## src/rtl/shift_arbiter.sv

```systemverilog
// shift_arbiter: arbitrates two requesters onto one external 4-bit shifter.
// A granted command loads a registered accumulator, which is then iterated
// through the shifter `steps` times. The final value is returned on a
// valid/ready response port tagged with the id of the issuing requester.
module shift_arbiter #(
    parameter int unsigned STEP_W = 4,
    parameter bit          RR_EN  = 1'b1
) (
    input  logic              clk,
    input  logic              rst_n,
    input  logic              req0_valid,
    output logic              req0_ready,
    input  logic [3:0]        req0_data,
    input  logic [2:0]        req0_mode,
    input  logic [STEP_W-1:0] req0_steps,
    input  logic              req1_valid,
    output logic              req1_ready,
    input  logic [3:0]        req1_data,
    input  logic [2:0]        req1_mode,
    input  logic [STEP_W-1:0] req1_steps,
    output logic [3:0]        sh_a,
    output logic [2:0]        sh_mode,
    input  logic [3:0]        sh_r,
    output logic              rsp_valid,
    input  logic              rsp_ready,
    output logic              rsp_id,
    output logic [3:0]        rsp_data,
    output logic              busy
);

    typedef enum logic [1:0] {
        IDLE = 2'd0,
        RUN  = 2'd1,
        RESP = 2'd2
    } state_e;

    state_e            state_q, state_d;
    logic [3:0]        acc_q, acc_d;
    logic [2:0]        mode_q, mode_d;
    logic [STEP_W-1:0] cnt_q, cnt_d;
    logic              id_q, id_d;
    logic              rr_last_q, rr_last_d;

    logic              gnt_any;
    logic              gnt_id;
    logic [3:0]        sel_data;
    logic [2:0]        sel_mode;
    logic [STEP_W-1:0] sel_steps;

    // Grant selection: single valid requester wins; on contention either
    // rotate away from the last winner or give req0 fixed priority.
    always_comb begin
        gnt_any = req0_valid | req1_valid;
        if (req0_valid && req1_valid) begin
            gnt_id = RR_EN ? ~rr_last_q : 1'b0;
        end else begin
            gnt_id = req1_valid;
        end
        sel_data  = gnt_id ? req1_data  : req0_data;
        sel_mode  = gnt_id ? req1_mode  : req0_mode;
        sel_steps = gnt_id ? req1_steps : req0_steps;
    end

    // State and datapath registers; reset aborts any command in flight.
    always_ff @(posedge clk or negedge rst_n) begin
        if (!rst_n) begin
            state_q   <= IDLE;
            acc_q     <= '0;
            mode_q    <= '0;
            cnt_q     <= '0;
            id_q      <= 1'b0;
            rr_last_q <= 1'b1;
        end else begin
            state_q   <= state_d;
            acc_q     <= acc_d;
            mode_q    <= mode_d;
            cnt_q     <= cnt_d;
            id_q      <= id_d;
            rr_last_q <= rr_last_d;
        end
    end

    // Next-state, datapath update and requester handshakes.
    always_comb begin
        state_d    = state_q;
        acc_d      = acc_q;
        mode_d     = mode_q;
        cnt_d      = cnt_q;
        id_d       = id_q;
        rr_last_d  = rr_last_q;
        req0_ready = 1'b0;
        req1_ready = 1'b0;

        unique case (state_q)
            IDLE: begin
                if (gnt_any) begin
                    req0_ready = ~gnt_id;
                    req1_ready = gnt_id;
                    acc_d      = sel_data;
                    mode_d     = sel_mode;
                    cnt_d      = sel_steps;
                    id_d       = gnt_id;
                    rr_last_d  = gnt_id;
                    state_d    = (sel_steps != '0) ? RUN : RESP;
                end
            end
            RUN: begin
                acc_d = sh_r;
                cnt_d = cnt_q - STEP_W'(1);
                if (cnt_q == STEP_W'(1)) begin
                    state_d = RESP;
                end
            end
            RESP: begin
                if (rsp_ready) begin
                    state_d = IDLE;
                end
            end
            default: begin
                state_d = IDLE;
            end
        endcase
    end

    // Registered values drive the shifter and response port directly.
    always_comb begin
        sh_a      = acc_q;
        sh_mode   = mode_q;
        rsp_valid = (state_q == RESP);
        rsp_id    = id_q;
        rsp_data  = acc_q;
        busy      = (state_q != IDLE);
    end

endmodule
```

## config.mk

```make
export PLATFORM = sky130hd
export DESIGN_NAME = shift_arbiter
export DESIGN_NICKNAME = d
export VERILOG_FILES = /design/src/rtl/shift_arbiter.sv
export SDC_FILE = /design/constraint.sdc
export NUM_CORES = 1
export LEC_CHECK = 0
export ABC_CLOCK_PERIOD_IN_PS = 1800
export CORE_MARGIN = 4
export CORE_UTILIZATION = 39
export CTS_BUF_LIST = sky130_fd_sc_hd__clkbuf_16
export CTS_CLUSTER_DIAMETER = 200
export CTS_CLUSTER_SIZE = 25
export DETAILED_ROUTE_END_ITERATION = 7
export GPL_TIMING_DRIVEN = 1
export PLACE_DENSITY = 0.79
export SYNTH_ARGS = -nofsm -noshare
export SYNTH_HDL_FRONTEND = slang
export SYNTH_SLANG_ARGS = --single-unit
```

## constraint.sdc

```tcl
create_clock -name clk -period 1.8 [get_ports clk]
set_input_delay 0.27 -clock clk [delete_from_list [all_inputs] [get_ports clk]]
set_output_delay 0.27 -clock clk [all_outputs]
set_load 0.005 [all_outputs]
```

Word-level counts from Yosys, hierarchy flattened
Index checks and enable logic that the tools add are counted.
- output and inout port bits: 16
- word-level logic and storage cells: 41
- flip-flop bits (word level): 15
- bits of input ports: 31
- mux-type cells: 17
- bitwise logic cells: 3
- $add $sub $neg: 1
- reductions and logical operators: 8
- equal/unequal tests: 6
- operator list (kind ; count):
    $mux W4 ; 4
    $pmux W4 S2 ; 2
    $mux W2 ; 4
    $pmux W2 S3 ; 1
    $mux W1 ; 5
    $eq A4 B1 Y1 const B ; 1
    $ne A2 B2 Y1 const B ; 2
    $reduce_and A2 Y1 ; 2
    $reduce_bool A2 Y1 ; 2
    $reduce_bool A4 Y1 ; 1
    $sub A4 B1 Y4 const B ; 1
    $mux W3 ; 1
    $reduce_and A3 Y1 ; 1
    $eq A2 B1 Y1 const B ; 1
    $eq A2 B2 Y1 const B ; 1
    $logic_not A2 Y1 ; 1
    $ne A2 B1 Y1 const B ; 1
    $not A1 Y1 ; 2
    $logic_and A1 B1 Y1 ; 1
    $or A1 B1 Y1 ; 1

Longest topological paths before layout
- depth after elaboration: 7
- gate-level depth with buffers: 5
- gate-level depth less buffers: 5

Worst setup path before layout
OpenSTA, ideal clock, no wires.
- path kind: reg2reg
- from: reg state_q[0]
- to: reg mode_q[0] (netlist: sh_mode[0])
- buffers on the path: 0
- arrival time: 1.198 ns
- required time: 1.674 ns
- cell stages (with the launch flop): 4
- setup slack: 0.476 ns
- setup time: 0.126 ns
- period minus slack after synthesis: 1.324 ns
- path through: dfrtp_1 -> nor2_2 -> o21ai_1 -> a221o_1
- cells in the longest elaborated chain, start to end: 2
- RTL lines (element ; RTL line ; source):
    from (decl) ; 37 ; state_e state_q, state_d;
    from (signal assigned) ; 74 ; state_q <= state_d;
    $logic_not A2 Y1 ; 94 ; unique case (state_q)
    $reduce_and A2 Y1 (no source line) ; - ;
    to (signal assigned) ; 76 ; mode_q <= mode_d;
    to (decl) ; 39 ; logic [2:0] mode_q, mode_d;
Every way passes these cells.
A chain may end at the register's enable or synchronous reset.

Worst setup path after layout
- from: reg rr_last_q
- to: reg cnt_q[3]
- cells in the longest elaborated chain, start to end: 5
- RTL lines (element ; RTL line ; source):
    from (decl) ; 42 ; logic rr_last_q, rr_last_d;
    from (signal assigned) ; 79 ; rr_last_q <= rr_last_d;
    $not A1 Y1 ; 55 ; gnt_id = RR_EN ? ~rr_last_q : 1'b0;
    $mux W1 ; 54 ; if (req0_valid && req1_valid) begin
    $mux W4 ; 61 ; sel_steps = gnt_id ? req1_steps : req0_steps;
    $mux W4 ; 96 ; if (gnt_any) begin
    $pmux W4 S2 ; 94 ;
    to (signal assigned) ; 77 ; cnt_q <= cnt_d;
    to (decl) ; 40 ; logic [STEP_W-1:0] cnt_q, cnt_d;
Every way passes these cells. The select of a mux whose other input is x is not followed.

==> results.yml <==
sta:
  finalCriticalPeriod_ns: 1.62
  hold_viol: 0
  setup_viol: 0
  report.final.slew_viol_count: 0
  min_period_over_period_pct: 90.2
  fin_worst_skew_ns: 0.00166
  hold_slack_ns: 0.345
  max_slew_margin_pct: 70.2
  rsz0062_at_grt: "false"
  tightest_slew_ns: 0.447
  fmax_mhz: 616
synth:
  ys_warn_count: 0
  ys.flop_type: "dfrtp_1"
  postSynthNetCount: 122
  seq_area_frac_synth_pct: 41.1
  synth_top_area_share_pct: 38.3
  yosysTopAreaCell: "dfrtp_1"
  yosys-top-cells-area: "dfrtp_1 38%, mux2i_1 7.7%, o211ai_1 4.1%"
  ys_types: 39
  syn_area_per_cell_sq_um: 10.3
  ys_ff_latch: 15
  synthesis.area_sq_um: 916
  synthCells: 89
  synthArstFlopShare_pct: 100
  synth-edff-count: 0
route:
  wire_per_inst_um: 17.1
  ant_nets: 0
  dr.pass1.iters: 4
  route.detailed.drc: 0
  vias_per_cell: 5.57
  vias: 986
  postRouteWirelength_um: 3020
  drtIter0Drc: 20
floorplan:
  die_x_um: 56.5
  start_util_pct: 41.0
  num_rows: 17
  coreArea_sq_um: 2230
  die_h_um: 56.5
  die_area_sq_um: 3190
  pin_count: 47
clocking:
  cts.reportedPaths.clkPinSlew_ns: 0.05
  cts_root_buffer: "clkbuf_16"
  clock_path_buffers: 2
  cts_tree: "yes"
  cts_buffers: 3
  cts_htree_levels: 1
  clock_latency_ns: 0.24
  clock_sinks: 15
  hold_buffers: 0
power_and_ir_drop:
  p_int_mw: 1.51
  vdd_ir_drop_max_uv: 1200
  switching_share_pct: 33.2
  power_per_cell_area_nw_per_um2: 1430
  pwr-share-seq_pct: 28.9
  leakage_nw: 0.709
  combinationalPowerShare_pct: 52.2
  switching_power_mw: 0.751
  power_frac_clock_pct: 18.9
critical_path:
  critPathRequiredTime_ns: 1.93
  ff2ff_path_depth: 5
  crit_type: "reg -> reg"
  cp-start-kind: "register"
  cp-end-kind: "register"
  cp.arrival_ns: 1.75
  critPathMaxFanout: 6
placed_design:
  placedCellCount: 171
  numPortBuffers: 46
  place_area_sq_um: 1470
  dp_hpwl_um: 2200
  place_congestion: 0.827
layout:
  n_antenna_cell: 0
  fill_cells: 167
  layout_common_cells: "41 x clkdlybuf4s50_1, 14 x dfrtp_1, 14 x buf_4"
  syn2layout_area_growth_pct: 72.1
  final_util_pct: 70.6
  layout_commonest_cell: "clkdlybuf4s50_1"
  multiInputGateArea_sq_um: 482
  register_area_sq_um: 377
  instances_no_fill: 177
  final_area_sq_um: 1580
  drive_gt1_share_pct: 18.1
  num-nets-final: 183
global_routing:
  grt_pass1_vias: 1046
  grt_pass1_wl_um: 4900
  grt_max_degree: 16
  grt-ovfl-total: 0
  grt_util_all_layers_pct: 20.0
  antenna_found_initial: 0
worst_hold_path:
  min_path_type: "in -> async"
outcome:
  status: "finished clean"
flow_run:
  drv_cap: 0
[power groups by stage]
stage | Sequential, mW | Combinational, mW | Clock, mW
after global placement | 0.646 | 1.10 | 0
after detailed placement | 0.654 | 1.12 | 0
after CTS | 0.653 | 1.17 | 0.427
after floorplan | 0.648 | 0.552 | 0
final | 0.653 | 1.18 | 0.428
after global routing | 0.679 | 1.28 | 0.449
[worst paths after layout]
check / startpoint / to / slack, ns
setup / recovery: rr_last_q / cnt_q[3] / 0.18
hold / removal: rst_n / rsp_data[3] / 0.34
setup reg to reg: rr_last_q / cnt_q[3] / 0.18
hold reg to reg: rsp_id / rsp_id / 0.50
max in group asynchronous: rst_n / rr_last_q / 1.21
min in group clk: rsp_id / rsp_id / 0.50
[cells in the mapped netlist, types with 2 or more instances]
| cell type | n |
|---|---|
| a221o_1 | 3 |
| and2_1 | 2 |
| and3_1 | 2 |
| buf_4 | 4 |
| dfrtp_1 | 14 |
| ha_1 | 2 |
| inv_1 | 4 |
| mux2_1 | 2 |
| mux2i_1 | 7 |
| nand2_1 | 4 |
| nand2b_1 | 2 |
| nor2_1 | 2 |
| nor2b_1 | 2 |
| nor3_1 | 2 |
| nor4_1 | 2 |
| o211ai_1 | 5 |
| o21ai_0 | 7 |
| o21ai_1 | 2 |
[cell type report]
type	count	area share, %
flip-flops and latches	15	23.9
clock inverters	1	0.238
clock buffers	3	4.76
inverters	5	1.19
repair buffers	62	37.1
multi-input cells	63	30.6
well taps	28	2.22
[critical path, cell delays in order, from the launching register on]
cell      delay [ns]
dfstp_2         0.57
a21boi_4        0.07
buf_4           0.14
buf_4           0.16
a221o_1         0.36
a22o_1          0.20
[routing by layer]
metal  up-vias  share of wire (%)  track usage [%]
li1        452                  -                -
met1       483                 37             21.5
met2        42                 55             37.3
met3         9                6.1             5.75
met4         0                1.9             5.42
met5         -                  0                0
[logic make-up after synthesis]
logic type	synth area share [%]
flip-flops	41.1
adder cells (fa/ha/maj)	2.73
AO/OA/AOI/OAI	23.2
AND/OR/NAND/NOR	14.2
multiplexers	11.3
buffers and inverters	7.38
[repair_timing]
item / 4_1_cts / 5_1_grt
setup buffers: 2 / 0
resized for setup: 7 / 3
endpoints found under the setup margin: 2 / 1
pin swaps: 1 / 0
[state kept, by name (all words and copies together) (netlist names)]
register   flops
cnt_q          4
rsp_data       4
sh_mode        3
state_q        2
rr_last_q      1
rsp_id         1
[metrics by stage]
stage	power [mW]	setup TNS (ns)	setup WS, ns
final	2.26	0	0.177
after global routing	2.41	0	0.116
after CTS	2.25	0	0.0190
after detailed placement	1.77	-0.450	-0.154
after global placement	1.74	-0.294	-0.122
after floorplan	1.20	0	0.476
Note: power is estimated with default switching activity, not from simulation.
